## src/rtl/traffic_light_pkg.sv

```systemverilog
// Shared traffic-light phase codes, default dwell lengths and the legal phase order.
// Pure definitions; no timing and no flow control.
package traffic_light_pkg;

  localparam logic [1:0] PH_NONE   = 2'b00;
  localparam logic [1:0] PH_GREEN  = 2'b01;
  localparam logic [1:0] PH_RED    = 2'b10;
  localparam logic [1:0] PH_YELLOW = 2'b11;

  localparam int DEF_GREEN_LEN  = 5;
  localparam int DEF_YELLOW_LEN = 2;
  localparam int DEF_RED_LEN    = 3;

  // State codes equal the phase codes, so the state register drives the phase output directly.
  typedef enum logic [1:0] {
    ST_IDLE   = 2'b00,
    ST_GREEN  = 2'b01,
    ST_RED    = 2'b10,
    ST_YELLOW = 2'b11
  } state_e;

  function automatic logic legal_step(input state_e from_st, input state_e to_st);
    return ((from_st == ST_GREEN)  && (to_st == ST_YELLOW)) ||
           ((from_st == ST_YELLOW) && (to_st == ST_RED))    ||
           ((from_st == ST_RED)    && (to_st == ST_GREEN));
  endfunction

endpackage

```

## src/rtl/traffic_light_decode.sv

```systemverilog
// Combinational decode of the three light lines into a phase code plus a valid bit.
// Zero latency; passive, no backpressure.
module traffic_light_decode
  import traffic_light_pkg::*;
(
  input  logic       i_green,
  input  logic       i_yellow,
  input  logic       i_red,
  output logic [1:0] o_phase,
  output logic       o_valid
);

  always_comb begin
    o_phase = PH_NONE;
    o_valid = 1'b0;
    case ({i_green, i_yellow, i_red})
      3'b100: begin o_phase = PH_GREEN;  o_valid = 1'b1; end
      3'b010: begin o_phase = PH_YELLOW; o_valid = 1'b1; end
      3'b001: begin o_phase = PH_RED;    o_valid = 1'b1; end
      default: begin o_phase = PH_NONE;  o_valid = 1'b0; end
    endcase
  end

endmodule

```

## src/rtl/traffic_light_monitor.sv

```systemverilog
// Passive checker of the traffic-light lines: phase decode, dwell timing, order/length errors, clean-lap count.
// Latency 1 cycle (all outputs registered); observe-only, no backpressure.
module traffic_light_monitor
  import traffic_light_pkg::*;
#(
  parameter int GREEN_LEN  = DEF_GREEN_LEN,
  parameter int YELLOW_LEN = DEF_YELLOW_LEN,
  parameter int RED_LEN    = DEF_RED_LEN
)(
  input  logic       clk,
  input  logic       reset,
  input  logic       green_light,
  input  logic       yellow_light,
  input  logic       red_light,
  input  logic       err_clr,
  output logic [1:0] phase,
  output logic [3:0] dwell,
  output logic       err_onehot,
  output logic       err_seq,
  output logic       err_len,
  output logic       err_any,
  output logic       cycle_done,
  output logic [7:0] laps_ok
);

  localparam logic [3:0] LEN_G = 4'(GREEN_LEN);
  localparam logic [3:0] LEN_Y = 4'(YELLOW_LEN);
  localparam logic [3:0] LEN_R = 4'(RED_LEN);

  logic [1:0] w_code;
  logic       w_valid;
  state_e     w_sample;
  logic [3:0] w_len;

  state_e     r_state,      w_state_nxt;
  logic [3:0] r_dwell,      w_dwell_nxt;
  logic       r_partial,    w_partial_nxt;
  logic       r_long,       w_long_nxt;
  logic       r_lap_clean,  w_lap_clean_nxt;
  logic       r_err_onehot, w_err_onehot_nxt;
  logic       r_err_seq,    w_err_seq_nxt;
  logic       r_err_len,    w_err_len_nxt;
  logic       r_err_any,    w_err_any_nxt;
  logic       r_cycle_done, w_cycle_done_nxt;
  logic [7:0] r_laps_ok,    w_laps_ok_nxt;

  traffic_light_decode u_decode (
    .i_green  (green_light),
    .i_yellow (yellow_light),
    .i_red    (red_light),
    .o_phase  (w_code),
    .o_valid  (w_valid)
  );

  assign w_sample = state_e'(w_code);

  always_comb begin
    w_len = 4'd0;
    case (r_state)
      ST_GREEN:  w_len = LEN_G;
      ST_YELLOW: w_len = LEN_Y;
      ST_RED:    w_len = LEN_R;
      default:   w_len = 4'd0;
    endcase
  end

  always_ff @(posedge clk or posedge reset) begin
    if (reset) begin
      r_state      <= ST_IDLE;
      r_dwell      <= 4'd0;
      r_partial    <= 1'b0;
      r_long       <= 1'b0;
      r_lap_clean  <= 1'b0;
      r_err_onehot <= 1'b0;
      r_err_seq    <= 1'b0;
      r_err_len    <= 1'b0;
      r_err_any    <= 1'b0;
      r_cycle_done <= 1'b0;
      r_laps_ok    <= 8'd0;
    end else begin
      r_state      <= w_state_nxt;
      r_dwell      <= w_dwell_nxt;
      r_partial    <= w_partial_nxt;
      r_long       <= w_long_nxt;
      r_lap_clean  <= w_lap_clean_nxt;
      r_err_onehot <= w_err_onehot_nxt;
      r_err_seq    <= w_err_seq_nxt;
      r_err_len    <= w_err_len_nxt;
      r_err_any    <= w_err_any_nxt;
      r_cycle_done <= w_cycle_done_nxt;
      r_laps_ok    <= w_laps_ok_nxt;
    end
  end

  always_comb begin
    w_state_nxt      = r_state;
    w_dwell_nxt      = r_dwell;
    w_partial_nxt    = r_partial;
    w_long_nxt       = r_long;
    w_lap_clean_nxt  = r_lap_clean;
    w_err_onehot_nxt = 1'b0;
    w_err_seq_nxt    = 1'b0;
    w_err_len_nxt    = 1'b0;
    w_cycle_done_nxt = 1'b0;
    w_laps_ok_nxt    = r_laps_ok;

    if (!w_valid) begin
      w_err_onehot_nxt = 1'b1;
      w_state_nxt      = ST_IDLE;
      w_dwell_nxt      = 4'd0;
      w_partial_nxt    = 1'b0;
      w_long_nxt       = 1'b0;
      w_lap_clean_nxt  = 1'b0;
    end else if (r_state == ST_IDLE) begin
      // Resync: the first phase is entered mid-way, so its exit length is not trusted.
      w_state_nxt     = w_sample;
      w_dwell_nxt     = 4'd1;
      w_partial_nxt   = 1'b1;
      w_long_nxt      = 1'b0;
      w_lap_clean_nxt = 1'b0;
    end else if (w_sample == r_state) begin
      if (r_dwell != 4'hF) w_dwell_nxt = r_dwell + 4'd1;
      if (!r_long && (r_dwell == w_len)) begin
        w_err_len_nxt = 1'b1;
        w_long_nxt    = 1'b1;
      end
    end else begin
      w_err_seq_nxt = !legal_step(r_state, w_sample);
      w_err_len_nxt = !r_partial && !r_long && (r_dwell < w_len);
      if ((r_state == ST_RED) && (w_sample == ST_GREEN)) begin
        if (r_lap_clean && !w_err_len_nxt) begin
          w_cycle_done_nxt = 1'b1;
          if (r_laps_ok != 8'hFF) w_laps_ok_nxt = r_laps_ok + 8'd1;
        end
        w_lap_clean_nxt = 1'b1;
      end
      w_state_nxt   = w_sample;
      w_dwell_nxt   = 4'd1;
      w_partial_nxt = 1'b0;
      w_long_nxt    = 1'b0;
    end

    if (w_err_onehot_nxt || w_err_seq_nxt || w_err_len_nxt) w_lap_clean_nxt = 1'b0;

    // A fresh error outranks a clear arriving on the same sample.
    w_err_any_nxt = (r_err_any && !err_clr) || w_err_onehot_nxt || w_err_seq_nxt || w_err_len_nxt;
  end

  assign phase      = r_state;
  assign dwell      = r_dwell;
  assign err_onehot = r_err_onehot;
  assign err_seq    = r_err_seq;
  assign err_len    = r_err_len;
  assign err_any    = r_err_any;
  assign cycle_done = r_cycle_done;
  assign laps_ok    = r_laps_ok;

endmodule

```

## config.mk

```make
export PLATFORM = sky130hd
export DESIGN_NAME = traffic_light_monitor
export DESIGN_NICKNAME = d
export VERILOG_FILES = /design/src/rtl/traffic_light_pkg.sv /design/src/rtl/traffic_light_decode.sv /design/src/rtl/traffic_light_monitor.sv
export SDC_FILE = /design/constraint.sdc
export NUM_CORES = 1
export LEC_CHECK = 0
export ABC_AREA = 1
export BUFFER_PORTS_ARGS = -buffer_cell sky130_fd_sc_hd__buf_2
export CORE_UTILIZATION = 45
export CTS_BUF_LIST = sky130_fd_sc_hd__clkbuf_8 sky130_fd_sc_hd__clkbuf_16
export DETAILED_ROUTE_END_ITERATION = 7
export PLACE_DENSITY = 0.67
export SYNTH_ARGS = -nofsm -noshare
export SYNTH_HDL_FRONTEND = slang
export SYNTH_SLANG_ARGS = --single-unit
```

## constraint.sdc

```tcl
create_clock -name clk -period 3.1 [get_ports clk]
set_clock_uncertainty 0.1 [all_clocks]
set_input_delay 0.31 -clock clk [delete_from_list [all_inputs] [get_ports clk]]
set_output_delay 0.31 -clock clk [all_outputs]
set_load 0.005 [all_outputs]
```

==> After elaboration in Yosys (flattened, before gate mapping) <==
Index checks and enable logic that the tools add are counted.
{ "word_totals": {"word_cells": 93, "regBits": 22, "inputBits": 6} }
{ "op_classes": {"n_addsub": 2, "n_reduce_logical": 24, "eq_ne": 18, "n_mux": 35, "n_bitwise": 2, "magnitude_cmp": 1} }
{ "op_table": {"columns": ["operator", "count"], "rows": [
  ["$mux W1", 26],
  ["$mux W4", 4],
  ["$ne A4 B3 Y1 const B", 3],
  ["$pmux W3 S3", 1],
  ["$add A8 B1 Y8 const B", 1],
  ["$eq A2 B2 Y1 const B", 4],
  ["$logic_and A1 B1 Y1", 8],
  ["$ne A8 B8 Y1 const B", 1],
  ["$logic_or A1 B1 Y1", 7],
  ["$mux W2", 3],
  ["$pmux W2 S3", 1],
  ["$reduce_and A6 Y1", 1],
  ["$logic_not A1 Y1", 5],
  ["$add A4 B1 Y4 const B", 1],
  ["$eq A2 B1 Y1 const B", 2],
  ["$eq A4 B4 Y1", 1],
  ["$lt A4 B4 Y1", 1],
  ["$ne A4 B1 Y1 const B", 1],
  ["$ne A4 B4 Y1 const B", 1],
  ["$eq A3 B1 Y1 const B", 1],
  ["$eq A3 B2 Y1 const B", 1],
  ["$eq A3 B3 Y1 const B", 1],
  ["$ne A3 B3 Y1 const B", 1],
  ["$reduce_or A3 Y1", 1],
  ["other kinds (4)", 5]
]} }

==> Logic depth before layout (Yosys ltp) <==
{ "logic_depth": {"word_depth": 14, "depth_mapped": 13, "depth_no_buf": 13} }

==> Modules after synthesis <==
A second synthesis with hierarchy kept.
{ "hier_totals": {"hier_cells": 182, "hier_area_um2": 1386.3} }
{ "modules_own_cells": {"columns": ["mod", "cells_per_inst", "area_per_inst_um2", "seq_area_each_um2", "n_inst"], "rows": [
  ["traffic_light_monitor", 171, 1333.8, 550.5, 1],
  ["traffic_light_decode", 11, 52.6, 0.0, 1]
]} }

==> Worst setup path before layout <==
OpenSTA, ideal clock, no wires.
{ "synth_path": {"path_kind": "register -> register", "start": "register r_state[1], in the netlist phase[1]", "end": "register r_laps_ok[3], in the netlist laps_ok[3]", "arrival_ns": 1.788, "path_slack_ns": 1.094, "path_stages_with_launch": 14, "t_required_ns": 2.882, "cell_sequence": "dfrtp_1 inv_1 ha_1 inv_1 ha_1 inv_1 nor2_1 o21ai_0 nand2_1 nand2_1 nor2_8 nand3_4 nand2_1 nand2_1"} }
{ "synth_between": {"elab_chain_len": 7, "word_cells_on_any_way": 14, "cone_classes": "order compare: 1; eq/ne: 4; mux: 1; bitwise: 2; reduce/logical: 6"} }
{ "synth_rtl": {"columns": ["item", "line", "rtl"], "rows": [
  ["start: declaration", "traffic_light_monitor.sv:35", "state_e r_state, w_state_nxt;"],
  ["start signal: assignment", "traffic_light_monitor.sv:81", "r_state <= w_state_nxt;"],
  ["$eq A2 B2 Y1, or another cell as far along", "traffic_light_monitor.sv:59, traffic_light_monitor.sv:130", null],
  ["$pmux W3 S3", "traffic_light_monitor.sv:59", "case (r_state)"],
  ["$lt A4 B4 Y1", "traffic_light_monitor.sv:129", "w_err_len_nxt = !r_partial && !r_long && (r_dwell < w_len);"],
  ["$logic_and A1 B1 Y1", "traffic_light_monitor.sv:129", null],
  ["$logic_not A1 Y1", "traffic_light_monitor.sv:131", "if (r_lap_clean && !w_err_len_nxt) begin"],
  ["$logic_and A1 B1 Y1", "traffic_light_monitor.sv:131", null],
  ["$reduce_and A6 Y1 (no source line) *", null, null],
  ["end signal: assignment", "traffic_light_monitor.sv:91", "r_laps_ok <= w_laps_ok_nxt;"],
  ["end: declaration", "traffic_light_monitor.sv:45", "logic [7:0] r_laps_ok, w_laps_ok_nxt;"]
]} }
Mark *: on every way between the ends. The rest lies on a longest branch, timed or not.
A chain may end at the register's enable or synchronous reset.

==> Final worst setup path <==
{ "layout_path": {"start": "register r_state[1], in the netlist phase[1]", "end": "register r_laps_ok[0], in the netlist laps_ok[0]"} }
The elaborated chain is that of the path after synthesis.

==> results by group <==
Logic synthesis
  – Post-synth cell types: 21
  – Seq cells post-synth: 22
  – Synth Area in Compound Gates: 3.79%
  – Post-synthesis adder-cell area fraction: 8.33%
  – Largest family of logic cells by synthesized area: simple AND/OR/NAND/NOR gates
  – Ys flop type: dfrtp_1
  – Syn_area_per_cell: 8.15 um2
  – Number of flops mapped to enable cells by yosys: 0
  – Post-synth top area share: 40.7%
  – Mapped Cells: 166
  – Simple-gate portion of the synthesized area: 35.5%
  – Cell taking the most area after synthesis: dfrtp_1
  – Synth area leaders: dfrtp_1 41%, nand2_1 10%, ha_1 8.3%
  – Post-synthesis xor/xnor area fraction: 3.89%
  – Syn Nets: 181
  – Yosys warnings: 0
  – Mapped Area: 1350 um2
  – Ys async rst share: 100%
  – Sequential fraction of the synthesis area: 40.7%
  – Synth cell count leaders: 37 x nand2_1, 27 x inv_1, 22 x dfrtp_1
  – Mux share of post-synthesis cell area: 0%
  – Most common cell in the netlist: nand2_1

STA
  – Total Neg Setup Slack: 0 ns
  – Fin. Hold Viols: 0
  – Max Clk Rate: 441 MHz
  – Worst setup margin: 0.832 ns
  – RSZ-0062 raised after global routing: no
  – Slew Limit Fails: 0
  – Slew margin rel.: 45.1%
  – Final setup violation count: 0
  – Tmin final: 2.27 ns
  – Final worst path period share: 73.2%
  – Worst slew pin tran: 0.822 ns
  – Hold_ws: 0.0944 ns

GRT
  – Remaining global-route overflow: 0
  – Initial antenna violation count: 0
  – Number of global-route vias before repair: 1134
  – First-pass GRT wire length: 4.72 mm
  – Global Route Usage Sum: 18.8%
  – Pin count of the biggest net entering global routing: 23

Setup path
  – Critical Path Fanout Max: 9
  – WP data arrival: 2.32 ns
  – CP Capture Type: flop
  – CP max stage cell: dfrtp_1
  – Critical path, cell by cell: inv_1, ha_1, inv_1, ha_1, inv_1, nor2_1, o21ai_0, nand2_1, nand2_1, nor2_8, nand3_4, nand2_1, nand2_1
  – Max incr delay on CP: 0.42 ns
  – Worst path required time: 3.15 ns
  – CP Class: flop to flop
  – Reg2Reg Depth: 13
  – Critical Path Source Type: flop
  – Crit path top cell by count: nand2_1

Clocking
  – Longest Clk Path Bufs: 2
  – Hold Buf Count CTS: 0
  – CTS tree: done
  – Post-CTS sizing: 0
  – Post-CTS setup buffers: 0
  – Worst-Skew Late Latency: 0.26 ns
  – Num Clock Sinks: 22
  – Htree depth: 1
  – Clock Tree Root: clkbuf_8
  – Clock transition at the registers of the reported paths: 0.08 ns
  – Total CTS buffers: 3

Drt
  – Routed Antenna Nets: 0
  – 1st-iter DRT viols: 28
  – DRT Pass-1 Iters: 6
  – DRC viols: 6
  – Drt wl/cell: 12.2 um
  – DR vias: 1154
  – WL final: 2.73 mm
  – Via density: 5.15

Floorplan
  – Rows: 19
  – Width of the die: 56.8 um
  – Vert. Die Dim: 56.8 um
  – Initial core utilization: 48.2%
  – Core ar.: 2810 um2
  – # IOs: 25
  – Die area: 3230 um2

Power
  – Total Power: 0.667 mW
  – P_leak: 0.891 nW
  – Max rail drop VDD: 0.229 mV
  – PD cells: 423 nW/um2

Placement
  – Hpwl dp: 2.09 mm
  – Final GP Congestion: 0.854
  – Port buffer count: 24
  – Post-Place Cells: 220
  – Pre-CTS setup slack: 0.853 ns
  – Dpl cell area: 1510 um2

Cells and area
  – Fin area: 1580 um2
  – Util after Layout: 56.3%
  – Final Net Count: 209
  – Final cell count without fillers: 224
  – Area growth syn-to-layout: 16.7%
  – Share of layout cells above drive strength 1: 20.7%
  – Ant diodes: 0
  – Fillers: 259

Job
  – Number of max-cap violations: 0

Min path
  – HP Class: input pin to asynchronous set/reset pin

Status
  – Status: finished with violations
  – Failing checks: design-rule violations
[flip-flops by register name, indices dropped and copies added (netlist names)]
name,flops
phase,2
r_long,1
laps_ok,8
err_onehot,1
cycle_done,1
err_seq,1
r_lap_clean,1
err_len,1
err_any,1
r_partial,1
dwell,4
[area by class of cell]
cell class,instances,area (um2),share of cell area [%]
Clock buffer,3,41.3,2.61
Clock inverter,1,30.0,1.90
Inverter,27,101,6.42
Multi-Input combinational cell,116,697,44.1
Sequential cell,22,551,34.9
Tap cell,31,38.8,2.46
Timing Repair Buffer,24,120,7.61
[report_power, final]
| part | internal [mW] | total, mW | switching (mW) |
|---|---|---|---|
| clock | 0.173 | 0.266 | 0.0937 |
| sequential | 0.296 | 0.303 | 0.00715 |
| combinational | 0.0331 | 0.0984 | 0.0652 |
[cell usage in the layout (no fill, tap or decap), types with 6 or more instances in the layout]
cell / netlist / layout
nand2_1: 37 / 37
inv_1: 27 / 27
buf_2: 0 / 24
dfrtp_1: 22 / 22
nand4_1: 13 / 13
nor2_1: 12 / 12
nand3_1: 12 / 12
ha_1: 9 / 9
nand2_2: 6 / 6
[critical path, delay by kind of cell, from the launching register on]
family                     cells  cell delay [ns]
DFF                            1             0.42
buffers and inverters          3             0.24
adders and majority gates      2             0.43
AOI/OAI and AO/OA              1             0.11
and+or+nand+nor                7             0.86
[metal layers]
| metal | global-route usage, % | part of all wire, % | vias to the layer above |
|---|---|---|---|
| li1 | - | - | 591 |
| met1 | 21.0 | 43 | 535 |
| met2 | 36.6 | 52 | 23 |
| met3 | 2.30 | 3.4 | 5 |
| met4 | 5.57 | 1.4 | 0 |
| met5 | 0 | 0 | - |
[cells by family (layout without fill, tap and decap cells)]
logic type | count (synthesis) | in the layout
and+or+nand+nor | 91 | 91
buffers and inverters | 28 | 55
DFF | 22 | 22
AOI/OAI and AO/OA | 10 | 10
adders and majority gates | 9 | 9
xor gates and xnor gates | 6 | 6
[worst paths after layout]
check | endpoint | slack [ns] | startpoint
max in group asynchronous | laps_ok[2] | 2.30 | reset
worst min-delay path | err_any | 0.09 | reset
worst min register to register | laps_ok[7] | 0.41 | laps_ok[7]
min in group clk | err_any | 0.23 | err_clr
worst max register to register | laps_ok[0] | 0.83 | phase[1]
worst max-delay path | laps_ok[0] | 0.83 | phase[1]
Note: power is estimated with default switching activity, not from simulation.
